File: src/rtl/serial_tx.sv
// serial_tx: 8N1 serial transmitter with a PDP-8 style teleprinter interface.
// A load strobe captures data[4:11] and sends it as one start bit, eight data
// bits (data[11] first), and one stop bit, each held DIV = CLOCK_FREQ/BAUD
// clocks. The flag output signals that the previous character has been sent.
//
// Handshake: load is a one-cycle request that is honoured only when busy is 0;
// a load seen while busy is 1 is dropped. flag rises on the edge the stop bit
// completes and is cleared by an accepted load or by clear_flag.
module serial_tx #(
    parameter int CLOCK_FREQ = 50000000,
    parameter int BAUD       = 9600
) (
    input  logic        clock,
    input  logic        reset,
    input  logic [0:11] data,
    input  logic        load,
    input  logic        clear_flag,
    output logic        tx,
    output logic        flag,
    output logic        busy,
    output logic [1:0]  o_dbg_state
);

    localparam int DIV = CLOCK_FREQ / BAUD;
    localparam int CW  = (DIV > 2) ? $clog2(DIV) : 1;
    localparam logic [CW-1:0] CNT_LAST = CW'(DIV - 1);

    typedef enum logic [1:0] {
        S_IDLE  = 2'd0,
        S_START = 2'd1,
        S_DATA  = 2'd2,
        S_STOP  = 2'd3
    } state_t;

    state_t          r_state;
    logic [CW-1:0]   r_bit_cnt;
    logic [2:0]      r_bit_idx;
    logic [7:0]      r_shift;
    logic            r_tx;
    logic            r_flag;
    logic            r_busy;

    state_t          w_state_nxt;
    logic [CW-1:0]   w_bit_cnt_nxt;
    logic [2:0]      w_bit_idx_nxt;
    logic [7:0]      w_shift_nxt;
    logic            w_tx_nxt;
    logic            w_flag_nxt;
    logic            w_busy_nxt;
    logic            w_bit_end;
    logic            w_accept;
    logic            w_stop_done;

    // The top nibble of the word has no meaning for an 8-bit character.
    logic [3:0]      w_unused_hi;
    assign w_unused_hi = data[0:3];

    assign w_bit_end   = (r_bit_cnt == CNT_LAST);
    assign w_accept    = (r_state == S_IDLE) && load;
    assign w_stop_done = (r_state == S_STOP) && w_bit_end;

    // State register: every piece of sequencer state, aborted instantly by reset.
    always_ff @(posedge clock or negedge reset) begin
        if (!reset) begin
            r_state   <= S_IDLE;
            r_bit_cnt <= '0;
            r_bit_idx <= '0;
            r_shift   <= '0;
            r_tx      <= 1'b1;
            r_flag    <= 1'b1;
            r_busy    <= 1'b0;
        end else begin
            r_state   <= w_state_nxt;
            r_bit_cnt <= w_bit_cnt_nxt;
            r_bit_idx <= w_bit_idx_nxt;
            r_shift   <= w_shift_nxt;
            r_tx      <= w_tx_nxt;
            r_flag    <= w_flag_nxt;
            r_busy    <= w_busy_nxt;
        end
    end

    // Next-state logic: bit timing, shifting, and the next registered line level.
    always_comb begin
        w_state_nxt   = r_state;
        w_bit_cnt_nxt = r_bit_cnt;
        w_bit_idx_nxt = r_bit_idx;
        w_shift_nxt   = r_shift;
        w_tx_nxt      = r_tx;

        case (r_state)
            S_IDLE: begin
                w_tx_nxt = 1'b1;
                if (load) begin
                    // Start bit goes onto the line on the same edge as the capture.
                    w_state_nxt   = S_START;
                    w_bit_cnt_nxt = '0;
                    w_bit_idx_nxt = '0;
                    w_shift_nxt   = data[4:11];
                    w_tx_nxt      = 1'b0;
                end
            end
            S_START: begin
                if (w_bit_end) begin
                    w_state_nxt   = S_DATA;
                    w_bit_cnt_nxt = '0;
                    w_tx_nxt      = r_shift[0];
                end else begin
                    w_bit_cnt_nxt = r_bit_cnt + 1'b1;
                end
            end
            S_DATA: begin
                if (w_bit_end) begin
                    w_bit_cnt_nxt = '0;
                    w_shift_nxt   = {1'b0, r_shift[7:1]};
                    if (r_bit_idx == 3'd7) begin
                        w_state_nxt   = S_STOP;
                        w_bit_idx_nxt = '0;
                        w_tx_nxt      = 1'b1;
                    end else begin
                        // The bit about to reach the LSB is the next one on the line.
                        w_bit_idx_nxt = r_bit_idx + 3'd1;
                        w_tx_nxt      = r_shift[1];
                    end
                end else begin
                    w_bit_cnt_nxt = r_bit_cnt + 1'b1;
                end
            end
            S_STOP: begin
                w_tx_nxt = 1'b1;
                if (w_bit_end) begin
                    w_state_nxt   = S_IDLE;
                    w_bit_cnt_nxt = '0;
                end else begin
                    w_bit_cnt_nxt = r_bit_cnt + 1'b1;
                end
            end
            default: begin
                w_state_nxt   = S_IDLE;
                w_bit_cnt_nxt = '0;
                w_bit_idx_nxt = '0;
                w_tx_nxt      = 1'b1;
            end
        endcase

        // Completion of the stop bit overrides a simultaneous clear.
        w_flag_nxt = r_flag;
        if (clear_flag || w_accept) begin
            w_flag_nxt = 1'b0;
        end
        if (w_stop_done) begin
            w_flag_nxt = 1'b1;
        end

        w_busy_nxt = (w_state_nxt != S_IDLE);
    end

    // Output logic: all outputs come straight from registers.
    always_comb begin
        tx          = r_tx;
        flag        = r_flag;
        busy        = r_busy;
        o_dbg_state = r_state;
    end

    // Internal consistency properties of the sequencer.
    a_busy_matches_state: assert property (
        @(posedge clock) disable iff (!reset) r_busy == (r_state != S_IDLE));
    a_line_high_when_not_sending: assert property (
        @(posedge clock) disable iff (!reset)
        ((r_state == S_IDLE) || (r_state == S_STOP)) |-> r_tx);
    a_start_bit_low: assert property (
        @(posedge clock) disable iff (!reset) (r_state == S_START) |-> !r_tx);
    a_counter_in_range: assert property (
        @(posedge clock) disable iff (!reset) r_bit_cnt <= CNT_LAST);

endmodule

File: config.mk
export PLATFORM = sky130hd
export DESIGN_NAME = serial_tx
export DESIGN_NICKNAME = d
export VERILOG_FILES = /design/src/rtl/serial_tx.sv
export SDC_FILE = /design/constraint.sdc
export NUM_CORES = 1
export LEC_CHECK = 0
export ABC_AREA = 1
export BUFFER_PORTS_ARGS = -buffer_cell sky130_fd_sc_hd__buf_2
export CELL_PAD_IN_SITES_DETAIL_PLACEMENT = 0
export CELL_PAD_IN_SITES_GLOBAL_PLACEMENT = 1
export CORE_AREA = 2 2 69 78
export CTS_CLUSTER_SIZE = 14
export DETAILED_ROUTE_END_ITERATION = 8
export DIE_AREA = 0 0 71 80
export GPL_ROUTABILITY_DRIVEN = 0
export PLACE_DENSITY = 0.76
export SLEW_MARGIN = 5
export SYNTH_ARGS = -nofsm -noshare
export SYNTH_HDL_FRONTEND = slang
export SYNTH_SLANG_ARGS = --single-unit
File: constraint.sdc
create_clock -name clock -period 1.4 [get_ports clock]
set_input_delay 0.07 -clock clock [delete_from_list [all_inputs] [get_ports clock]]
set_output_delay 0.07 -clock clock [all_outputs]
set_load 0.02 [all_outputs]
==> metrics.log <==
[metrics] Highest Clock Rate: about 720 MHz
[metrics] placed cell count: between 300 and 400
[metrics] Antenna Nets Post-Route: 0
[metrics] final number of setup-violating endpoints: 0
[metrics] total congestion overflow after global routing: 0
[metrics] cell area after synthesis: 0.00179 mm²
[metrics] largest net degree at the start of global routing: 30
[metrics] cell-by-cell trace of the critical path: ha_4 -> nand2_4 -> nor2_4 -> nand4_4 -> buf_12 -> nand3_2 -> nand2_1
[metrics] data arrival at the endpoint of the critical path: 1.56 ns
[metrics] worst slack, placed: -0.0840 ns
[metrics] number of flip-flops and latches in the synthesized netlist: 29
[metrics] main area contributors after synthesis: dfrtp_1, nand2_1, nand3_2
[metrics] vias in the first global route: about 1600
[metrics] number of iterations in the first detailed-routing pass: 4
[metrics] start point of the worst hold path: clear_flag
[metrics] unique cell type count in the Yosys netlist: 25
[metrics] Worst slew margin: 0.523
[metrics] worst flop-to-flop path startpoint: r_bit_cnt[1]
[metrics] synthesized area per cell: 7.35 µm²
[metrics] Post-Route Skew: 0.00254 ns
[metrics] CTS tree: done
[metrics] unrepaired setup endpoints after global routing: true
[metrics] peak ir drop on the vdd network: 0.387 mV
[metrics] time the final worst path needs with I/O delays and setup: about 1.4 ns
[metrics] element type at the critical path end: flop
[metrics] cells on worst reg2reg path: 7
[metrics] fraction of met1 tracks used by global routing: 0.219
[metrics] Max Cap Viol: 0
[metrics] library cell contributing the largest single delay on the critical path: dfrtp_1
[metrics] destination of the worst register-to-register timing path: r_bit_idx[0]
[metrics] Post-Synthesis Net Count: approximately 260
[metrics] P_leak: about 1.2 nW
[metrics] transition at the pin with the smallest max-transition slack: 0.715 ns
[metrics] Final #Nets: approximately 310
[metrics] r2r setup slk: 0.01 ns
[metrics] capture endpoint of the worst hold path: flag
[metrics] insertion delay of the later-clocked pin in the worst-skew pair: 0.28 ns
[metrics] first-pass GRT wire length: between 7000 and 8000 µm
[metrics] count of unresolved DRC violations after routing: 0
[metrics] depth of the worst hold-timing path: 3
[metrics] Yosys top cell area share: 0.377
[metrics] total detailed-routing wirelength: 4310 µm
[metrics] cell family contributing the most delay on the critical path: simple AND/OR/NAND/NOR gates
[metrics] clk buf depth: 2
[metrics] clock transition time at the flip-flop clock pins of the worst setup and hold paths: roughly 0.070 ns
[metrics] detail-routed net length per standard cell: 12.3 µm
[metrics] M3 GR Usage: 0.0341
[metrics] power density of the placed cells: 675 mW/mm²
[metrics] chip width: 71 µm
[metrics] final critical-path share of the clock period: 0.992
[metrics] library cell with the largest summed area after synthesis: dfrtp_1
[metrics] Tot GR Track Use: 0.170
[metrics] number of sinks handled by clock tree synthesis: 29
[metrics] met2 usage in global routing: 0.282
[metrics] critical path startpoint category: flop
[metrics] number of buffers inserted to repair setup after CTS: 0
[metrics] synth-to-layout area growth: 30.0%
[metrics] Inserted Clock Buffers: 5
[metrics] initial antenna violation count: 0
[metrics] run status: finished, final reports clean
[metrics] endpoints failing hold: 0
[metrics] path class of the lowest-slack min-delay path: in -> reg
[metrics] number of inserted filler cells in the final layout: 506
[metrics] total chip power: 1.57 mW
[metrics] Bufs and invs on worst path: 1
[metrics] portion of the post-synthesis area used by sequential elements: 0.406
[metrics] total number of yosys warnings: 0
[metrics] area of the core: 0.00490 mm²
[metrics] worst endpoint required time: ~1.6 ns
[metrics] filler-free cell count of the finished design: 351
[metrics] IO buf count: 16
[metrics] number of rows created at floorplan: 27
[metrics] Min Hold Slack: 0.0154 ns
[metrics] number of DRC violations after detailed-routing iteration 0: 88
[metrics] total negative setup slack: 0 ns
[metrics] Via-to-Cell Ratio: 4.67
[metrics] H-Tree Level Count: 2
[metrics] count of inserted antenna diode cells: 0
[metrics] number of top-level design ports: 21
[metrics] final critical-path setup slack: about 0.011 ns
[metrics] die outline height: 80 µm
[metrics] final-report max-slew violation count: 0
[metrics] type of the worst setup path: reg -> reg
[metrics] fraction of final layout cells with drive strength greater than 1: 0.314
[metrics] vias after detailed routing: 1639
[metrics] CP peak stage delay: a little under 0.4 ns
[metrics] HPWL reported at the end of detailed placement: 3150 µm
[metrics] cell chosen for the clock root: clkbuf_8
[metrics] die outline area: 0.00568 mm²
[metrics] peak-usage layer in the global routing report: met2
[metrics] number of cells produced by synthesis: 244
[metrics] Crit Path Max Fanout: 8
[metrics] initial core utilization: 0.366
-- metrics by stage --
stage	cell area (µm²)	util
2_1_floorplan	1800	-
3_3_place_gp	2140	0.437
3_5_place_dp	2140	0.437
4_1_cts	2270	0.463
5_1_grt	2330	0.476
6_report	2330	0.476
-- tightest hold or removal path: cells and delay by family --
kind / cells / cell delay [ns]
AO/OA/AOI/OAI: 1 / 0.07
buffers and inverters: 1 / 0.07
AND/OR/NAND/NOR: 1 / 0.08
-- where the power goes --
| group | internal [mW] | switching [mW] | leakage [nW] |
|---|---|---|---|
| combinational | 0.0196 | 0.0275 | 0.794 |
| sequential | 0.840 | 0.000947 | 0.325 |
| clock | 0.344 | 0.341 | 0.0450 |
| total | 1.20 | 0.369 | 1.16 |
-- cell usage in the layout (no fill, tap or decap), types with 7 or more instances in the layout --
| cell | n |
|---|---|
| buf_2 | 16 |
| buf_4 | 25 |
| dfrtp_1 | 27 |
| inv_1 | 19 |
| inv_2 | 7 |
| nand2_1 | 93 |
| nand3_1 | 15 |
| nand3_2 | 11 |
| nor2_1 | 16 |
| o21ai_0 | 8 |
-- state kept, by name (all words and copies together) (netlist names) --
register,flops
r_bit_idx,3
tx,1
flag,1
r_bit_cnt,13
o_dbg_state,2
r_shift,8
busy,1
-- layout make-up --
type                       instances  area (µm²)  share of cell area
multi-input combinational        184        1010               0.434
sequential                        29         728               0.312
timing repair buffer              46         339               0.145
inverter                          26        97.6              0.0419
clock buffer                       6        72.6              0.0311
tap                               58        72.6              0.0311
clock inverter                     2        10.0             0.00429
-- kinds of logic (layout without fill, tap and decap cells) --
kind of cell / count (synthesis) / after routing / synth area share
AND/OR/NAND/NOR: 162 / 162 / 0.427
buffers and inverters: 31 / 80 / 0.0789
flip-flops: 29 / 29 / 0.406
AO/OA/AOI/OAI: 15 / 15 / 0.0475
XOR/XNOR: 4 / 4 / 0.0195
adder cells (fa/ha/maj): 3 / 3 / 0.0209
-- per-layer routing --
metal	share of wire	up-vias
met4	0.015	0
met1	0.47	740
li1	-	868
met5	0	-
met3	0.031	6
met2	0.48	25
-- timing repair --
item / CTS / global route
resized for setup: 5 / 19
endpoints found under the setup margin: 20 / 23
pin swaps: 2 / 12
hold endpoints to repair: 28 / 0
hold buffers: 2 / 0
-- cell usage after synthesis, drive strengths merged --
cell type and n:
xor2 4, inv 26, o211ai 1, ha 3, dfstp 2, buf 5, nand3b 3, a21oi 2
dfrtp 27, nor2 24, o32ai 1, nand4 4, o21ai 11, nand2 100, nand3 27, nor3 4
-- worst max-delay path by stage --
stage          cells after the start       endpoint         start
2_1_floorplan                      8  r_bit_cnt[10]  r_bit_cnt[0]
3_3_place_gp                       8  r_bit_cnt[10]  r_bit_cnt[0]
3_5_place_dp                       8  r_bit_cnt[10]  r_bit_cnt[1]
4_1_cts                            7   r_bit_idx[0]  r_bit_cnt[1]
5_1_grt                            7     r_shift[6]  r_bit_cnt[1]
6_report                           7   r_bit_idx[0]  r_bit_cnt[1]
Note: power is estimated with default switching activity, not from simulation.
